### src/rtl/greenflow_power_scheduler.sv
`timescale 1ns/1ps
// -----------------------------------------------------------------------------
// greenflow_power_scheduler
//
// Splits a site power budget across four EV charger ports, one allocation
// round per start request. The round latches its inputs and then serves one
// port per cycle in round-robin order, beginning at rr_ptr. Each served,
// non-faulted port with a pending demand is granted min(demand, remaining).
// The results are published together with a one-cycle alloc_valid_o pulse.
//
// Optional feature: define GREENFLOW_FAIR_CAP_EN to also cap every grant at
// a quarter of the latched budget.
//
// Ports
//   clk_i            clock, rising edge
//   rst_i            asynchronous active-high reset
//   start_i          round request, only sampled in IDLE
//   grid_budget_kw_i total budget for the round (kW)
//   req_valid_i      per-port demand present
//   req_kw_i         4 x 16-bit demands, port p at [16p+15:16p]
//   port_fault_i     per-port fault, forces a zero grant
//   alloc_kw_o       4 x 16-bit grants, same packing as req_kw_i
//   alloc_valid_o    one-cycle pulse when the results update
//   clip_mask_o      port valid, not faulted, and granted less than demand
//   budget_left_o    budget left unallocated after the round
//   busy_o           high whenever the FSM is not in IDLE
//   rr_ptr_o         port served first in the next round
// -----------------------------------------------------------------------------
module greenflow_power_scheduler (
  input  logic        clk_i,
  input  logic        rst_i,
  input  logic        start_i,
  input  logic [15:0] grid_budget_kw_i,
  input  logic [3:0]  req_valid_i,
  input  logic [63:0] req_kw_i,
  input  logic [3:0]  port_fault_i,
  output logic [63:0] alloc_kw_o,
  output logic        alloc_valid_o,
  output logic [3:0]  clip_mask_o,
  output logic [15:0] budget_left_o,
  output logic        busy_o,
  output logic [1:0]  rr_ptr_o
);

  typedef enum logic [1:0] {
    IDLE  = 2'd0,
    LATCH = 2'd1,
    ALLOC = 2'd2,
    DONE  = 2'd3
  } state_e;

  state_e      state_q, state_d;
  logic [3:0]  valid_q, valid_d;
  logic [3:0]  fault_q, fault_d;
  logic [63:0] req_q, req_d;
  logic [15:0] remaining_q, remaining_d;
  logic [63:0] grant_q, grant_d;
  logic [3:0]  clip_q, clip_d;
  logic [1:0]  cnt_q, cnt_d;
  logic [1:0]  rr_ptr_q, rr_ptr_d;
  logic [63:0] alloc_kw_q, alloc_kw_d;
  logic        alloc_valid_q, alloc_valid_d;
  logic [3:0]  clip_mask_q, clip_mask_d;
  logic [15:0] budget_left_q, budget_left_d;
`ifdef GREENFLOW_FAIR_CAP_EN
  logic [15:0] cap_q, cap_d;
`endif

  logic [1:0]  port_s;
  logic [15:0] req_s;
  logic        eligible_s;
  logic [15:0] limit_s;
  logic [15:0] grant_s;

  // Grant for the port served this ALLOC cycle; limit never exceeds
  // remaining, so the subtraction cannot underflow.
  always_comb begin
    port_s     = rr_ptr_q + cnt_q;
    req_s      = req_q[{port_s, 4'b0000} +: 16];
    eligible_s = valid_q[port_s] & ~fault_q[port_s];
`ifdef GREENFLOW_FAIR_CAP_EN
    if (cap_q < remaining_q) begin
      limit_s = cap_q;
    end else begin
      limit_s = remaining_q;
    end
`else
    limit_s = remaining_q;
`endif
    if (!eligible_s) begin
      grant_s = 16'd0;
    end else if (req_s < limit_s) begin
      grant_s = req_s;
    end else begin
      grant_s = limit_s;
    end
  end

  // Next-state and datapath updates for the allocation FSM.
  always_comb begin
    state_d       = state_q;
    valid_d       = valid_q;
    fault_d       = fault_q;
    req_d         = req_q;
    remaining_d   = remaining_q;
    grant_d       = grant_q;
    clip_d        = clip_q;
    cnt_d         = cnt_q;
    rr_ptr_d      = rr_ptr_q;
    alloc_kw_d    = alloc_kw_q;
    alloc_valid_d = 1'b0;
    clip_mask_d   = clip_mask_q;
    budget_left_d = budget_left_q;
`ifdef GREENFLOW_FAIR_CAP_EN
    cap_d         = cap_q;
`endif
    case (state_q)
      IDLE: begin
        if (start_i) begin
          state_d = LATCH;
        end else begin
          state_d = IDLE;
        end
      end
      LATCH: begin
        valid_d     = req_valid_i;
        fault_d     = port_fault_i;
        req_d       = req_kw_i;
        remaining_d = grid_budget_kw_i;
        grant_d     = 64'd0;
        clip_d      = 4'd0;
        cnt_d       = 2'd0;
`ifdef GREENFLOW_FAIR_CAP_EN
        cap_d       = {2'b00, grid_budget_kw_i[15:2]};
`endif
        state_d     = ALLOC;
      end
      ALLOC: begin
        grant_d[{port_s, 4'b0000} +: 16] = grant_s;
        clip_d[port_s] = eligible_s & (grant_s < req_s);
        remaining_d    = remaining_q - grant_s;
        cnt_d          = cnt_q + 2'd1;
        if (cnt_q == 2'd3) begin
          state_d = DONE;
        end else begin
          state_d = ALLOC;
        end
      end
      DONE: begin
        alloc_kw_d    = grant_q;
        clip_mask_d   = clip_q;
        budget_left_d = remaining_q;
        alloc_valid_d = 1'b1;
        rr_ptr_d      = rr_ptr_q + 2'd1;
        state_d       = IDLE;
      end
      default: begin
        state_d = IDLE;
      end
    endcase
  end

  // State and output registers; reset aborts any round in flight.
  always_ff @(posedge clk_i or posedge rst_i) begin
    if (rst_i) begin
      state_q       <= IDLE;
      valid_q       <= 4'd0;
      fault_q       <= 4'd0;
      req_q         <= 64'd0;
      remaining_q   <= 16'd0;
      grant_q       <= 64'd0;
      clip_q        <= 4'd0;
      cnt_q         <= 2'd0;
      rr_ptr_q      <= 2'd0;
      alloc_kw_q    <= 64'd0;
      alloc_valid_q <= 1'b0;
      clip_mask_q   <= 4'd0;
      budget_left_q <= 16'd0;
`ifdef GREENFLOW_FAIR_CAP_EN
      cap_q         <= 16'd0;
`endif
    end else begin
      state_q       <= state_d;
      valid_q       <= valid_d;
      fault_q       <= fault_d;
      req_q         <= req_d;
      remaining_q   <= remaining_d;
      grant_q       <= grant_d;
      clip_q        <= clip_d;
      cnt_q         <= cnt_d;
      rr_ptr_q      <= rr_ptr_d;
      alloc_kw_q    <= alloc_kw_d;
      alloc_valid_q <= alloc_valid_d;
      clip_mask_q   <= clip_mask_d;
      budget_left_q <= budget_left_d;
`ifdef GREENFLOW_FAIR_CAP_EN
      cap_q         <= cap_d;
`endif
    end
  end

  assign alloc_kw_o    = alloc_kw_q;
  assign alloc_valid_o = alloc_valid_q;
  assign clip_mask_o   = clip_mask_q;
  assign budget_left_o = budget_left_q;
  assign busy_o        = (state_q != IDLE);
  assign rr_ptr_o      = rr_ptr_q;

endmodule

### config.mk
export PLATFORM = sky130hd
export DESIGN_NAME = greenflow_power_scheduler
export DESIGN_NICKNAME = d
export VERILOG_FILES = /design/src/rtl/greenflow_power_scheduler.sv
export SDC_FILE = /design/constraint.sdc
export NUM_CORES = 1
export LEC_CHECK = 0
export ABC_AREA = 0
export CAP_MARGIN = 0
export CORE_AREA = 2 2 185 187
export CTS_CLUSTER_DIAMETER = 60
export DETAILED_ROUTE_END_ITERATION = 8
export DIE_AREA = 0 0 187 189
export GPL_TIMING_DRIVEN = 1
export PLACE_DENSITY = 0.55
export SYNTH_ARGS = -nofsm -noshare
export SYNTH_HDL_FRONTEND = slang
export SYNTH_SLANG_ARGS = --single-unit
### constraint.sdc
create_clock -name clk_i -period 22.8 [get_ports clk_i]
set_input_delay 2.28 -clock clk_i [delete_from_list [all_inputs] [get_ports clk_i]]
set_output_delay 2.28 -clock clk_i [all_outputs]
set_load 0.05 [all_outputs]
# [Word-level counts from Yosys, hierarchy flattened]
# Index checks and enable logic that the tools add are counted.
[totals] reg_bits=247 inputBits=91 wordCells=54
[op_classes] add_sub_neg=5 magnitude_cmp=4 eq_ne=4 shifts=3 muxes=18 bitwise=3 reduce_logical=4
[op_table] op="64-bit case mux with 2 select lines" n=1
[op_table] op="64-bit bitwise mux" n=1
[op_table] op="16-bit by 8-bit variable shift with 64-bit output, first input constant" n=1
[op_table] op="16-bit by 8-bit variable part select with 64-bit output" n=1
[op_table] op="64-bit by 7-bit variable part select with 16-bit output" n=1
[op_table] op="16-bit < comparator" n=2
[op_table] op="16-bit 2-to-1 mux" n=2
[op_table] op="16-bit case mux with 2 select lines" n=1
[op_table] op="16-bit subtractor" n=1
[op_table] op="6-bit negation with 8-bit output" n=1
[op_table] op="2-bit case mux with 4 select lines" n=1
[op_table] op="4-bit case mux with 2 select lines" n=1
[op_table] op="2-bit equality test, second input constant" n=3
[op_table] op="1-bit 2-to-1 mux" n=6
[op_table] op="2-bit by 1-bit adder with 2-bit output, second input constant" n=2
[op_table] op="1-bit binary-select mux with 2-bit select" n=2
[op_table] op="4-bit bitwise mux" n=1
[op_table] op="2-bit case mux with 2 select lines" n=1
[op_table] op="2-bit nonzero test" n=2
[op_table] op="2-bit by 3-bit < comparator with 1-bit output, second input constant" n=1
[op_table] op="2-bit adder" n=1
[op_table] op="1-bit bitwise AND" n=2
[op_table] op="1-bit demux with 2-bit select" n=1
[op_table] op="2-bit by 1-bit equality test with 1-bit output, second input constant" n=1
[op_table] op="4 further kinds" n=4

# [Longest topological paths before layout]
[depth] word_depth=10 mapped_depth=25

# [Worst setup path before layout]
# No wires, ideal clock.
[synth_path] kind="flip-flop to flip-flop" start="reg rr_ptr_q[0] (netlist: rr_ptr_o[0])" end="reg remaining_q[14] (netlist: limit_s[14])" setup_time_ns=0.126 t_arrival_ns=5.839 required_time_ns=22.674 path_slack_ns=16.835 stages_incl_launch_ff=25 path_buffers=3 path_cell_list="dfrtp_1 > ha_1 > buf_2 > buf_2 > mux4_2 > ha_1 > a21oi_1 > o221ai_1 > a211oi_1 > o21bai_1 > or2_1 > buf_6 > mux2i_1 > nor2_1 > ha_1 > inv_1 > fa_1 > a21o_1 > a21oi_1 > o221ai_1 > o21ai_0 > o22ai_1 > o41ai_1 > or3_1 > nand3_1"
[synth_between] elab_chain_len=8 elab_cells_between_ends=13 classes_between="add/sub (2); order compare (1); shift (1); mux (7); bitwise (2)"
[synth_rtl] item="from (decl)" line="60" source="logic [1:0] rr_ptr_q, rr_ptr_d;"
[synth_rtl] item="from (signal assigned)" line="191" source="rr_ptr_q <= rr_ptr_d;"
[synth_rtl] item="2-bit adder (*)" line="78" source="port_s = rr_ptr_q + cnt_q;"
[synth_rtl] item="parallel branches: the longest is 4 deep, another holds 16-bit < comparator"
[synth_rtl] item="16-bit 2-to-1 mux (*)" line="90" source="if (!eligible_s) begin"
[synth_rtl] item="16-bit subtractor (*)" line="141" source="remaining_d = remaining_q - grant_s;"
[synth_rtl] item="16-bit case mux with 2 select lines (*)" line="117" source="case (state_q)"
[synth_rtl] item="to (signal assigned)" line="187" source="remaining_q <= remaining_d;"
[synth_rtl] item="to (decl)" line="56" source="logic [15:0] remaining_q, remaining_d;"
# Every way passes the cells marked *. The select of a mux whose other input is x is not followed.
# A chain may end at the register's enable or synchronous reset.

# [Worst setup path after layout]
# Ends and elaborated chain as after synthesis.

==> summary.txt <==
Hold Crit Depth = 2
Max Slew Vio Count = 0
Placer Congestion = 0.777
CP required = 23.22 ns
largest net degree at the start of global routing = 117
multi-input logic area = 4950 sq um
reg2reg end = limit_s[14]$_DFFE_PP0P_
CP most frequent cell = ha_1
worst hold path startpoint = clip_q[0]$_DFFE_PP0P_
cell area after synthesis = 11500 sq um
area leader, netlist = dfrtp_1
Startpoint Class = register
Slowest-stage cell, CP = xnor3_1
# setup viols final = 0
postcts setup bufs = 0
synth top area cells = dfrtp_1 54%, mux2_2 15%, ha_1 6.1%
top_reg_cell synth = dfrtp_1
syn nets = 1053
cts bufs inserted = 28
reg2reg start = rr_ptr_o[0]$_DFFE_PP0P_
first-pass GRT wire length = 46.1 mm
ys async rst share = 1.00
Tmin final = 7.34 ns
layout cell share with drive strength beyond 1 = 0.236
number of global-route vias before repair = 7874
post-route ant nets = 0
Top Ports = 179
initial core utilization = 0.347
Worst-Margin Slew = 1.10 ns
synth warn = 0
DRT Pass-1 Iters = 4
sequential share of the synthesized area = 0.536
CTS clock-pin slew for the worst setup and hold paths = 0.06 ns
Synth Area in Compound Gates = 0.108
CP endpoint kind = register
Worst path max stage delay = 0.93 ns
CTS Sinks = 247
insertion delay to the later sink of the worst-skew pair = 0.54 ns
Synth-to-Final Area Change = 27.7%
r2r setup slk = 15.46 ns
area share of xor/xnor cells in the synthesized design = 0.00879
core area = 33300 sq um
fin crit share = 0.322
worst-path cell chain = ha_1 -> xnor3_1 -> mux4_2 -> ha_1 -> nand4_1 -> nor3_1 -> o221a_1 -> or2_1 -> mux2i_1 -> nor2_1 -> ha_1 -> inv_1 -> fa_1 -> a21o_1 -> a21oi_1 -> o221ai_1 -> o21ai_0 -> o22ai_1 -> o41ai_1 -> or3_1 -> nand3_1
register bit count reported by yosys = 247
path category of the worst min-delay check = reg -> reg
mux cell area share after synthesis = 0.193
status = finished, final reports clean
synth unique cells = 48
fmax = 136 MHz
drt wl/cell = 18.8 um
cells after synthesis = 905
full die area = 35300 sq um
clock root buffer = clkbuf_16
Synth Area per Inst = 12.7 sq um
DR vias = 7668
DR DRC count = 0
RSZ-0062 raised after global routing = no
Hold Buf Count CTS = 0
Clock Tree Buf Depth = 3
H-tree lvl count = 1
Post-synth EDFFs = 0
filler instances = 3098
endpoints failing hold = 0
die width = 187 um
final WL = 29.2 mm
Iter 0 DRT Violations = 377
critical path type = reg -> reg
worst path arrival time = 7.76 ns
critical path fanouts, max = 21
maxcap violations = 0
largest family of logic cells by synthesized area = multiplexers
nets = 1228
Synth Area in Adders = 0.0625
row cnt = 67
Synth Area in Simple Gates = 0.0526
Setup Skew = 0.0157 ns
Post-CTS Resized = 0
Die H = 189 um
number of port buffers = 178
antenna violations before repair = 4
vias per inst = 4.95
Register Area = 6180 sq um
grt total ovfl = 0
n_diodes = 0
Slew headroom = 0.269
R2R depth = 21
GRT Total Usage = 0.165
CTS tree = built
dpl hpwl = 20.9 mm
share of Yosys cell area claimed by the top area cell type = 0.536
setup tns final = 0 ns
end of the worst hold path = clip_q[0]$_DFFE_PP0P_
## cell families (layout without fill, tap and decap cells)
kind of cell	after synthesis	after routing
DFF	247	247
AOI/OAI and AO/OA	173	173
and+or+nand+nor	124	124
buffers and inverters	111	308
muxes	183	183
adders and majority gates	57	57
xor gates and xnor gates	10	10
## synthesized netlist by cell type (10+ instances only)
master      n
a21oi_1    38
a21oi_2    10
a22o_1     64
clkbuf_1   27
dfrtp_1   247
ha_1       56
inv_1      65
mux2_2    156
mux2i_1    11
mux4_2     16
nand2_1    25
nor2_1     29
nor3_1     23
o21ai_0    23
## sequential cells by signal, summed over array words and instances (netlist names)
signal / count
rr_ptr_o: 2
budget_left_o: 16
valid_q: 4
fault_q: 4
limit_s: 16
state_q: 2
alloc_kw_o: 64
cnt_q: 2
grant_q: 64
req_q: 64
alloc_valid_o: 1
clip_q: 4
clip_mask_o: 4
## metrics by stage
step	utilization	setup slack, ns	hold WS (ns)	instance area (sq um)	instances
2_1_floorplan	-	13.73	0.444	11500	905
3_3_place_gp	0.415	15.74	0.470	13800	1498
3_5_place_dp	0.415	15.45	0.474	13800	1498
4_1_cts	0.442	15.43	0.481	14700	1550
5_1_grt	0.442	14.95	0.506	14700	1550
6_report	0.442	15.46	0.473	14700	1550
## final cells by class
type | count | area share
sequential | 247 | 0.420
multi-input combinational | 547 | 0.336
timing repair buffer | 190 | 0.127
clock buffer | 37 | 0.0526
tap | 448 | 0.0381
inverter | 66 | 0.0173
clock inverter | 15 | 0.00875
## how the worst max path moves through the flow
stage	start	depth (start not counted)	slack, ns	endpoint
global route	rr_ptr_o[0]$_DFFE_PP0P_	21	14.95	limit_s[14]$_DFFE_PP0P_
floorplan	rst_i	1	13.73	alloc_kw_o[0]$_DFFE_PP0P_
CTS	rr_ptr_o[0]$_DFFE_PP0P_	21	15.43	limit_s[14]$_DFFE_PP0P_
detailed placement	rr_ptr_o[0]$_DFFE_PP0P_	21	15.45	limit_s[14]$_DFFE_PP0P_
finish	rr_ptr_o[0]$_DFFE_PP0P_	21	15.46	limit_s[14]$_DFFE_PP0P_
global placement	rr_ptr_o[0]$_DFFE_PP0P_	21	15.74	limit_s[14]$_DFFE_PP0P_
## worst max-delay path: cells and delay by family (launching register included)
family          cells  cell delay [ns]
mux                 2             0.63
xor+xnor            1             0.93
flops               1             0.42
compound gates      7             2.23
buf+inv             1             0.06
fa+ha+maj           4             1.20
simple gates        6             1.71
## cells in the final DEF (no fill, tap or decap), drive strengths merged, types with 2 or more instances in the layout
cell / n
a211oi: 3
a21o: 9
a21oi: 48
a22o: 64
a31oi: 4
and2: 2
and3: 2
buf: 12
clkbuf: 37
clkdlybuf4s50: 178
clkinv: 14
dfrtp: 247
ha: 56
inv: 65
mux2: 156
mux2i: 11
mux4: 16
nand2: 25
nand2b: 9
nand3: 6
nand4: 5
nor2: 38
nor2b: 5
nor3: 23
nor4: 2
o2111ai: 2
o211ai: 3
o21a: 3
o21ai: 23
o21bai: 3
o221ai: 3
o31ai: 3
or2: 2
or3: 4
xnor2: 6
xor2: 3
## routing by layer
layer | global-route usage | vias to the layer above | share of wire
met4 | 0.0348 | 8 | 0.020
met3 | 0.0341 | 42 | 0.056
met5 | 0 | - | 0.0021
met1 | 0.247 | 3766 | 0.50
li1 | - | 3629 | -
met2 | 0.245 | 223 | 0.42
Power is not shown: default switching activity piles up to over one toggle a cycle in this logic, so the estimate is an artifact.
